[config.mk]
export PLATFORM = sky130hd
export DESIGN_NAME = jtag_tap_driver
export DESIGN_NICKNAME = d
export VERILOG_FILES = /design/src/rtl/jtag_tap_driver.sv
export SDC_FILE = /design/constraint.sdc
export NUM_CORES = 1
export LEC_CHECK = 0
export CAP_MARGIN = 20
export CORE_ASPECT_RATIO = 1.1
export CORE_UTILIZATION = 55
export DETAILED_ROUTE_END_ITERATION = 6
export GPL_TIMING_DRIVEN = 0
export PLACE_DENSITY = 0.89
export RECOVER_POWER = 100
export REMOVE_ABC_BUFFERS = 1
export SYNTH_ARGS = -nofsm -noshare
export SYNTH_HDL_FRONTEND = slang
export SYNTH_SLANG_ARGS = --single-unit
export TNS_END_PERCENT = 50
[constraint.sdc]
create_clock -name clk -period 4.46 [get_ports clk]
set_clock_uncertainty 0.05 [all_clocks]
set_input_delay 0.892 -clock clk [delete_from_list [all_inputs] [get_ports clk]]
set_output_delay 0.892 -clock clk [all_outputs]
set_load 0.01 [all_outputs]
[src/rtl/jtag_tap_driver.sv]
// Host-side JTAG TAP driver: turns reset / IR-scan / DR-scan commands into TCK/TMS/TDI waveforms and captures TDO.
// Latency: 2*TCK_DIV clocks per TCK edge (N+5 edges DR, N+6 IR, 6 reset); empty or reserved commands respond next cycle.
// Backpressure: cmd_ready only while idle; a held cmd_valid is ignored until the current command has responded.
module jtag_tap_driver #(
    parameter int TCK_DIV = 2,
    parameter int MAX_LEN = 32
) (
    input  logic               clk,
    input  logic               rst_n,
    input  logic               cmd_valid,
    output logic               cmd_ready,
    input  logic [1:0]         cmd_type,
    input  logic [5:0]         cmd_len,
    input  logic [MAX_LEN-1:0] cmd_data,
    output logic               rsp_valid,
    output logic [MAX_LEN-1:0] rsp_data,
    output logic               tck,
    output logic               tms,
    output logic               tdi,
    input  logic               tdo
);
    localparam int PW = (TCK_DIV > 1) ? $clog2(TCK_DIV) : 1;
    localparam int IW = (MAX_LEN > 1) ? $clog2(MAX_LEN) : 1;
    localparam logic [5:0] LEN_MAX = 6'(MAX_LEN);

    typedef enum logic [2:0] {S_IDLE, S_RST, S_PRE, S_SHIFT, S_POST} state_t;

    state_t             state, state_nxt;
    logic [5:0]         cnt, cnt_nxt, len_q, len_sat;
    logic [PW-1:0]      ph;
    logic [MAX_LEN-1:0] dat_q, acc_q;
    logic [IW-1:0]      idx_cur, idx_nxt;
    logic               ph_end, rise, fall, accept, done, imm, upd, tms_nxt, tdi_nxt;

    assign cmd_ready = (state == S_IDLE);
    assign accept    = cmd_valid && cmd_ready;
    assign len_sat   = (cmd_len > LEN_MAX) ? LEN_MAX : cmd_len;
    assign ph_end    = (ph == PW'(TCK_DIV - 1));
    assign rise      = !cmd_ready && ph_end && !tck;
    assign fall      = !cmd_ready && ph_end && tck;
    // Shift counter runs down from len-1, so bit index = len-1-cnt.
    assign idx_cur   = IW'(len_q - 6'd1 - cnt);
    assign idx_nxt   = IW'(len_q - 6'd1 - cnt_nxt);

    // Each (state, cnt) pair names one TCK edge; advancing happens at the start of every low phase.
    always_comb begin
        state_nxt = state;
        cnt_nxt   = cnt;
        done      = 1'b0;
        imm       = 1'b0;
        tms_nxt   = 1'b0;
        tdi_nxt   = 1'b0;
        case (state)
            S_IDLE: begin
                if (cmd_valid) begin
                    if (cmd_type == 2'b00) begin
                        state_nxt = S_RST;
                        cnt_nxt   = 6'd5;
                    end else if (cmd_type == 2'b11 || len_sat == 6'd0) begin
                        imm = 1'b1;
                    end else begin
                        state_nxt = S_PRE;
                        cnt_nxt   = (cmd_type == 2'b01) ? 6'd3 : 6'd2;
                    end
                end
            end
            default: begin
                if (fall) begin
                    if (cnt != 6'd0) begin
                        cnt_nxt = cnt - 6'd1;
                    end else if (state == S_PRE) begin
                        state_nxt = S_SHIFT;
                        cnt_nxt   = len_q - 6'd1;
                    end else if (state == S_SHIFT) begin
                        state_nxt = S_POST;
                        cnt_nxt   = 6'd1;
                    end else begin
                        state_nxt = S_IDLE;
                        done      = 1'b1;
                    end
                end
            end
        endcase
        upd = fall || (cmd_ready && state_nxt != S_IDLE);
        case (state_nxt)
            S_RST:   tms_nxt = (cnt_nxt != 6'd0);
            S_PRE:   tms_nxt = (cnt_nxt >= 6'd2);
            S_SHIFT: begin
                tms_nxt = (cnt_nxt == 6'd0);
                tdi_nxt = dat_q[idx_nxt];
            end
            S_POST:  tms_nxt = (cnt_nxt == 6'd1);
            default: ;
        endcase
    end

    always_ff @(posedge clk or negedge rst_n) begin
        if (!rst_n) begin
            state <= S_IDLE;
            cnt   <= 6'd0;
        end else begin
            state <= state_nxt;
            cnt   <= cnt_nxt;
        end
    end

    always_ff @(posedge clk or negedge rst_n) begin
        if (!rst_n) begin
            ph        <= '0;
            tck       <= 1'b0;
            tms       <= 1'b1;
            tdi       <= 1'b0;
            len_q     <= 6'd0;
            dat_q     <= '0;
            acc_q     <= '0;
            rsp_valid <= 1'b0;
            rsp_data  <= '0;
        end else begin
            rsp_valid <= done || imm;
            if (accept) begin
                len_q <= len_sat;
                dat_q <= cmd_data;
                acc_q <= '0;
            end
            if (!cmd_ready) begin
                ph <= ph_end ? '0 : ph + PW'(1);
                if (ph_end) tck <= ~tck;
            end
            if (upd) begin
                tms <= tms_nxt;
                tdi <= tdi_nxt;
            end
            if (rise && state == S_SHIFT) acc_q[idx_cur] <= tdo;
            if (done) rsp_data <= acc_q;
            else if (imm) rsp_data <= '0;
        end
    end
endmodule
==> results of run 1 <==
[state kept, by name, summed over array words and instances, names as in the netlist]
name / count
acc_q: 32
cnt: 6
dat_q: 32
len_q: 6
ph: 1
rsp_data: 32
rsp_valid: 1
state: 3
tck: 1
tdi: 1
tms: 1
[path summary, 6_finish.rpt]
path,startpoint,endpoint,slack [ns],cells past startpoint
max,cmd_valid,tdi,0.11,11
min,dat_q[27],dat_q[27],0.42,2
max reg2reg,cnt[1],tdi,0.23,13
min reg2reg,dat_q[27],dat_q[27],0.42,2
max in group asynchronous,rst_n,rsp_data[5],1.67,1
min in group asynchronous,rst_n,rsp_data[18],1.17,1
[through the flow]
stage          instance area (sq um)  hold WS [ns]
4_1_cts                         7300         0.358
6_report                        7280         0.420
5_1_grt                         7280         0.437
3_3_place_gp                    6500         0.404
2_1_floorplan                   5550         0.390
3_5_place_dp                    6610         0.411
[report_power, final]
part | switching (mW) | internal [mW] | leakage, nW | total, mW
combinational | 1.31 | 1.04 | 1.78 | 2.35
sequential | 0.260 | 1.39 | 1.52 | 1.64
clock | 0.465 | 1.02 | 0.314 | 1.49
total | 2.04 | 3.45 | 3.61 | 5.48
[cell families (layout without fill, tap and decap cells)]
kind of cell,after synthesis,after routing,synth area share (%)
and+or+nand+nor,240,242,18.9
DFF,116,116,51.3
AOI/OAI and AO/OA,83,83,11.5
buffers and inverters,43,137,3.12
muxes,42,42,9.66
xor gates and xnor gates,16,16,2.48
adders and majority gates,13,13,3.09
[metal layers]
metal / vias up / wire length [microns] / track usage (%)
met5: - / 0 / 0
met4: 0 / 463 / 14.5
met3: 44 / 777 / 5.75
met2: 227 / 7090 / 49.8
met1: 2260 / 5440 / 32.6
li1: 2096 / - / -
[worst register-to-register path, cell delays in order (launching register included)]
cell and delay, ns:
dfrtp_1 0.44, inv_1 0.16, ha_1 0.24, nor2b_1 0.37
and2_1 0.29, a211oi_1 0.10, a21oi_1 0.16, o21ai_1 0.18
ha_2 0.24, fa_2 0.68, mux4_2 0.33, mux4_2 0.50
mux2i_1 0.27, o31ai_1 0.11
[cells in the final DEF, fill, tap and decap left out, drive strengths merged, types with 2 or more instances in the layout]
master         count
nor3b              6
nor4               3
o21ai             15
nand4              3
a21o               4
dlygate4sd3       38
nor3               7
o31ai              2
clkinv             2
nor2b              4
or3                8
dfrtp            115
nand2            168
nor2              10
mux4              10
xor2               5
nand3b             2
a22o              34
inv               18
fa                 2
ha                10
clkdlybuf4s50     41
a21oi             14
or4b               4
o211ai             2
mux2i             31
nand2b             8
nand3             11
xnor2             11
and2               4
buf                6
a221oi             3
clkbuf            26
bufinv             5
[cell type report]
class                           instances  area share, %
Sequential cell                       116           39.9
Tap cell                              120           2.06
Clock inverter                          8           2.36
Clock buffer                           23           6.55
Inverter                               18          0.928
Timing Repair Buffer                   88           12.3
Multi-Input combinational cell        396           35.9
[what timing repair did]
action                                  in CTS  in global routing
buffers inserted                             1                  1
endpoints found under the setup margin       1                  1
resized for setup                            2                  3
pin swaps                                    0                  1
gates cloned                                 2                  0
==> reports/qor.yml, run 1 <==
synth_area_sq_mm: 0.00566
cp-start-kind: "input port"
cts.sinks: 116
tritoncts: "built"
fin_ws_ns: 0.114
htree_levels: 4
first_global_vias: 4746
yosysSeqAreaShare_pct: 51.3
grt_pass1_wl_mm: 22.9
cpMostUsedCell: "a221oi_4"
finalCritPeriodShare_pct: 97.4
crit_type: "in -> reg"
yosysUniqueCellTypes: 51
drt_iter0_drc: 416
grt_max_degree: 68
ys_top_cells_by_count: "nand2_1 (168), dfrtp_1 (115), a22o_1 (34), mux2i_1 (31), clkbuf_1 (22)"
slew_viol_final: 50
netlist.area_leader.share_pct: 50.8
hold_class: "reg -> reg"
synth_flop_cell: "dfrtp_1"
ys_ff_latch: 116
max_cap_violations: 1
drc: 0
syn_avg_cell_area_sq_um: 10.2
synth_async_sr_flop_share_pct: 100
synth_top_area_cell: "dfrtp_1"
setup_viol: 0
worstPathBufferInverterCount: 2
ctsRootBufferMaster: "clkbuf_8"
start_util_pct: 57.0
finalNetCount: 693
cts_hold_buffers: 0
ys_warn_count: 0
path_cells: "dlygate4sd3_1 -> or4b_1 -> buf_4 -> a221oi_4 -> a21oi_2 -> a221oi_4 -> ha_1 -> xnor2_1 -> mux4_2 -> mux2i_1 -> o31ai_1"
synth.area.top_cells: "dfrtp_1 (51%), nand2_1 (11%), mux2i_1 (5.5%), a22o_1 (5.3%), mux4_2 (4.0%)"
crit_family: "buffers and inverters"
slowest_stage: "dlygate4sd3_1"
hold_violations: 0
drive_above_1_share_pct: 8.94
fill_cells: 670
critPathArrivalTime_ns: 4.68
clkSlewWorstSetupHoldPaths_ns: 0.06
place_inst: 733
via_per_inst: 6.02
p_per_area_mw_per_mm2: 753
worst_pin_slew_ns: 2.69
clock_latency_ns: 0.53
cp.required_ns: 4.80
fin_crit_ns: 4.35
final_util_pct: 73.2
grt_setup_unrepaired: "no"
drtAntennaViolNets: 0
diodes: 0
wire_per_inst_microns: 17.9
routed_wl_mm: 13.8
power_mw: 5.48
grt-ovfl-total: 0
max_stage_delay_ns: 0.72
areaGrowthSynthToFinish_pct: 28.6
core-area_sq_mm: 0.00994
relSlewSlack_pct: -79.1
violations: "capacitance limit, slew limit"
fmax_ghz: 0.230
outcome: "finished with violations"
final-seq-area_sq_mm: 0.00290
dr.pass1.iters: 5
tns_ns: 0
cts-buffers-inserted: 17
vias: 4627
synth_edf_count: 0
cp_max_fo: 18
synth_most_common_cell: "nand2_1"
fp.dieArea_sq_mm: 0.0107
end_kind: "flip-flop"
antenna_found_initial: 0
multiInputGateArea_sq_mm: 0.00261
die_h_microns: 108
ir_drop_mv: 0.416
gp_congestion: 0.895
place_hpwl_mm: 8.74
p_leak_nw: 3.61
finalNonFillerCells: 769
grtUsageTotal_pct: 28.2
ios: 81
rows: 38
die_w_microns: 98.7
clockBufferDepth: 2
port_buffers: 80
syn_inst: 553
pre_cts_ws_ns: -0.777
Note: power is estimated with default switching activity, not from simulation.
==> inputs of run 2 (changes only) <==
--- a/config.mk
+++ b/config.mk
@@ -9,10 +9,12 @@
 export CORE_ASPECT_RATIO = 1.1
 export CORE_UTILIZATION = 55
 export DETAILED_ROUTE_END_ITERATION = 6
+export GPL_ROUTABILITY_DRIVEN = 0
 export GPL_TIMING_DRIVEN = 0
 export PLACE_DENSITY = 0.89
 export RECOVER_POWER = 100
 export REMOVE_ABC_BUFFERS = 1
+export SLEW_MARGIN = 20
 export SYNTH_ARGS = -nofsm -noshare
 export SYNTH_HDL_FRONTEND = slang
 export SYNTH_SLANG_ARGS = --single-unit
==> run 2 against run 1 <==
The flow still finishes with violations (capacitance limit, slew limit). Fmax decreased by 0.53%. Clock power decreased by 15%. Sequential share of layout area increased by 0.58 points. Combinational power about the same. Global-route usage decreased by 2.3 points. Cell count decreased by 0.78%. Clock-buffer cell count decreased by 4. Setup slack got worse by 0.023 ns. First-iteration DRC count decreased by 46%. Register-to-register slack improved by 0.05 ns. Power decreased by 4.6%.
==> reports/qor.yml, run 2 (synthesis results as in run 1) <==
diodes: 0
die_w_microns: 98.7
largestRegisters: "acc_q (32), dat_q (32), rsp_data (32)"
hold_ws_ns: 0.423
die_h_microns: 108
slew_viol_final: 104
endpoint: "tdi"
grt_pass1_wl_mm: 21.2
cts_hold_buffers: 0
dr.pass1.iters: 7
relSlewSlack_pct: -116
p_per_area_mw_per_mm2: 729
path_cells: "clkdlybuf4s50_1 -> or4b_1 -> a221o_1 -> a32oi_1 -> o21ai_0 -> inv_1 -> fa_2 -> mux4_2 -> mux4_2 -> mux2i_1 -> o31ai_1"
fill_cells: 680
fmax_ghz: 0.229
grt_max_degree: 71
hold_violations: 0
ctsRootBufferMaster: "clkbuf_8"
place_hpwl_mm: 8.41
antenna_found_initial: 0
final_common_cell: "nand2_1"
drive_above_1_share_pct: 9.02
ir_drop_mv: 0.349
crit_type: "in -> reg"
slowest_stage: "clkdlybuf4s50_1"
end_kind: "flip-flop"
r2r_start: "cnt[1]"
rows: 38
htree_levels: 4
wire_per_inst_microns: 16.9
cp.required_ns: 4.79
critPathArrivalTime_ns: 4.70
r2r_slack_ns: 0.28
tritoncts: "built"
p_leak_nw: 3.55
rr_worst_depth: 13
start_util_pct: 57.0
cts-buffers-inserted: 17
cpMostUsedCell: "mux4_2"
reg2reg_to: "tdi"
areaGrowthSynthToFinish_pct: 26.7
core-area_sq_mm: 0.00994
tns_ns: 0
worst_pin_slew_ns: 3.23
hold_class: "reg -> reg"
layout_common_cells: "nand2_1 (168), dfrtp_1 (115), clkdlybuf4s50_1 (42)"
clkSlewWorstSetupHoldPaths_ns: 0.06
drtAntennaViolNets: 0
fin_crit_ns: 4.37
max_stage_delay_ns: 0.66
grt-ovfl-total: 0
startpoint: "cmd_valid"
grt_setup_unrepaired: "no"
cp-start-kind: "input port"
fp.dieArea_sq_mm: 0.0107
vias: 4489
drt_iter0_drc: 225
max_cap_violations: 2
finalCritPeriodShare_pct: 98.0
setup_viol: 0
cts.sinks: 116
violations: "capacitance limit, slew limit"
clock_latency_ns: 0.52
via_per_inst: 5.88
drc: 0
first_global_vias: 4480
grtUsageTotal_pct: 25.9
ios: 81
finalNetCount: 689
cp_max_fo: 8
port_buffers: 80
routed_wl_mm: 12.9
clockBufferDepth: 2
outcome: "finished with violations"
[run 2: area by class of cell]
type	instances	area, sq um	area share [%]
clock buffers	19	442	6.16
clock inverters	10	110	1.54
inverters	18	67.6	0.942
multi-input cells	396	2630	36.6
flip-flops and latches	116	2900	40.5
well taps	120	150	2.09
repair buffers	84	871	12.1
[run 2: metal layers]
layer | track usage (%) | part of all wire [%]
met4 | 11.0 | 2.4
met2 | 44.7 | 51
met1 | 31.4 | 42
met3 | 6.14 | 5.3
met5 | 0 | 0
[run 2: what timing repair did]
item / CTS / global route
resized for setup: 2 / 4
setup endpoints to repair: 1 / 1
pin swaps: 0 / 2
cloned: 2 / 0
setup buffers: 1 / 1
[run 2: worst min path at each step]
stage	from	endpoint	cells after the start
floorplan	dat_q[13]	dat_q[13]	2
global placement	dat_q[26]	dat_q[26]	2
detailed placement	dat_q[23]	dat_q[23]	2
CTS	rst_n	rsp_data[17]	1
global route	dat_q[7]	dat_q[7]	2
finish	dat_q[13]	dat_q[13]	2
[run 2: metrics by stage]
stage	std cells	total power [mW]	util, %	setup slack [ns]	instance area, sq um
floorplan	528	3.30	-	0.383	5550
global placement	728	3.80	65.4	-1.70	6500
detailed placement	730	3.91	66.2	-0.795	6580
CTS	762	5.22	72.1	0.0322	7170
global route	763	5.54	72.2	0.0398	7170
finish	763	5.23	72.2	0.0911	7170
[run 2: critical path, delay by kind of cell]
kind                     cells  cell delay (ns)
buffers and inverters        2             0.80
AO/OA/AOI/OAI                4             0.85
AND/OR/NAND/NOR              1             0.51
adder cells (fa/ha/maj)      1             0.55
multiplexers                 3             1.08
[run 2: where the power goes]
part / total, mW / internal, mW / switching [mW]
sequential: 1.64 / 1.39 / 0.253
clock: 1.27 / 0.808 / 0.467
combinational: 2.32 / 1.04 / 1.28
==> inputs of run 3 (changes only) <==
--- a/config.mk
+++ b/config.mk
@@ -14,6 +14,7 @@
 export PLACE_DENSITY = 0.89
 export RECOVER_POWER = 100
 export REMOVE_ABC_BUFFERS = 1
+export SKIP_CTS_REPAIR_TIMING = 1
 export SLEW_MARGIN = 20
 export SYNTH_ARGS = -nofsm -noshare
 export SYNTH_HDL_FRONTEND = slang
==> run 3 against run 2 <==
The flow still finishes with violations (capacitance limit, slew limit). Sequential share of layout area up 0.085 points. Final area down 0.21%. Cell count up 0.13%. Non-clock buffer count up 1. Combinational power about the same. Power down 0.21%.
==> reports/qor.yml, run 3 (synthesis results as in run 1) <==
outcome: "finished with violations"
violations: "capacitance limit, slew limit"
worstPathBufferInverterCount: 2
dpl-instance-area_sq_mm: 0.00658
cts-buffers-inserted: 17
fp.dieArea_sq_mm: 0.0107
worst_pin_slew_ns: 3.19
path_cells: "clkdlybuf4s50_1 -> nor4_4 -> buf_4 -> and2_1 -> o21ai_0 -> a211o_1 -> o21ai_1 -> ha_1 -> fa_2 -> mux4_2 -> mux4_2 -> mux2i_1 -> o31ai_1"
cp.required_ns: 4.79
rows: 38
clock_latency_ns: 0.52
p_leak_nw: 3.55
grt-ovfl-total: 0
core-area_sq_mm: 0.00994
port_buffers: 80
die_h_microns: 108
via_per_inst: 5.94
drt_iter0_drc: 225
crit_type: "in -> reg"
vias: 4536
grtUsageTotal_pct: 24.9
start_util_pct: 57.0
finalNetCount: 690
tritoncts: "built"
grt_setup_unrepaired: "no"
cp_max_fo: 8
relSlewSlack_pct: -112
hold_violations: 0
crit_family: "multiplexers"
r2r_start: "cnt[1]"
antenna_found_initial: 0
pre_cts_ws_ns: -0.795
cpMostUsedCell: "mux4_2"
fill_cells: 687
slowest_stage: "fa_2"
place_hpwl_mm: 8.41
final-seq-area_sq_mm: 0.00290
fmax_ghz: 0.231
hold_class: "reg -> reg"
final_area_sq_mm: 0.00716
end_kind: "flip-flop"
critPathArrivalTime_ns: 4.66
r2r_slack_ns: 0.27
drtAntennaViolNets: 0
ctsRootBufferMaster: "clkbuf_8"
cp-start-kind: "input port"
rr_worst_depth: 13
fin_ws_ns: 0.130
multiInputGateArea_sq_mm: 0.00261
power_mw: 5.22
final_common_cell: "nand2_1"
reg2reg_to: "tdi"
max_cap_violations: 2
final_util_pct: 72.0
finalCritPeriodShare_pct: 97.1
largestRegisters: "acc_q (32), dat_q (32), rsp_data (32)"
areaGrowthSynthToFinish_pct: 26.4
drive_above_1_share_pct: 9.01
holdPathStages: 2
fin_crit_ns: 4.33
clockBufferDepth: 2
dr.pass1.iters: 5
p_per_area_mw_per_mm2: 729
ir_drop_mv: 0.348
first_global_vias: 4378
grt_pass1_wl_mm: 20.5
hold_start: "dat_q[13]"
diodes: 0
layout_common_cells: "nand2_1 (168), dfrtp_1 (115), clkdlybuf4s50_1 (41)"
grt_max_degree: 75
slew_viol_final: 104
drc: 0
die_w_microns: 98.7
routed_wl_mm: 12.9
min_to: "dat_q[13]"
wire_per_inst_microns: 16.9
max_stage_delay_ns: 0.56
htree_levels: 4
ios: 81
cts.sinks: 116
clkSlewWorstSetupHoldPaths_ns: 0.06
setup_viol: 0
run 3: changes by cell type in the layout (fill, tap and decap cells not counted), sizes merged:
cell,delta
buf,+1
clkdlybuf4s50,-1
clkbuf,+1
run 3: layout make-up:
cell class,count,share of cell area (%)
sequential,116,40.6
tap,120,2.10
clock inverter,10,1.54
multi-input combinational,396,36.5
inverter,18,0.944
clock buffer,19,6.17
timing repair buffer,85,12.2
run 3: routing by layer:
layer	wire, microns	vias up	track usage (%)
met2	6570	180	42.7
met1	5370	2243	30.3
met5	0	-	0
met4	253	0	10.1
li1	-	2088	-
met3	722	25	6.21
run 3: where the power goes:
part	switching (mW)	internal (mW)	leakage [nW]
sequential	0.250	1.39	1.52
combinational	1.28	1.03	1.77
clock	0.464	0.808	0.263
run 3: stage by stage:
stage	std cells	setup TNS, ns	hold WS, ns
after floorplan	528	0	0.390
after global placement	728	-210.46	0.404
after detailed placement	730	-0.795	0.412
after CTS	759	-0.257	0.346
after global routing	764	0	0.448
final	764	0	0.424
run 3: worst reg2reg max path, delay by kind of cell (launching register included):
family                     cells  cell delay (ns)
AOI/OAI and AO/OA              4             0.56
adders and majority gates      3             1.21
buffers and inverters          1             0.15
DFF                            1             0.43
muxes                          3             1.11
and+or+nand+nor                2             0.55
run 3: worst max-delay path by stage:
stage,startpoint,endpoint,cells after the start
5_1_grt,cmd_len[4],tdi,13
3_5_place_dp,cmd_valid,tdi,11
3_3_place_gp,rst_n,dat_q[13],1
4_1_cts,cmd_valid,tdi,11
2_1_floorplan,cmd_valid,tdi,10
6_report,cmd_len[4],tdi,13
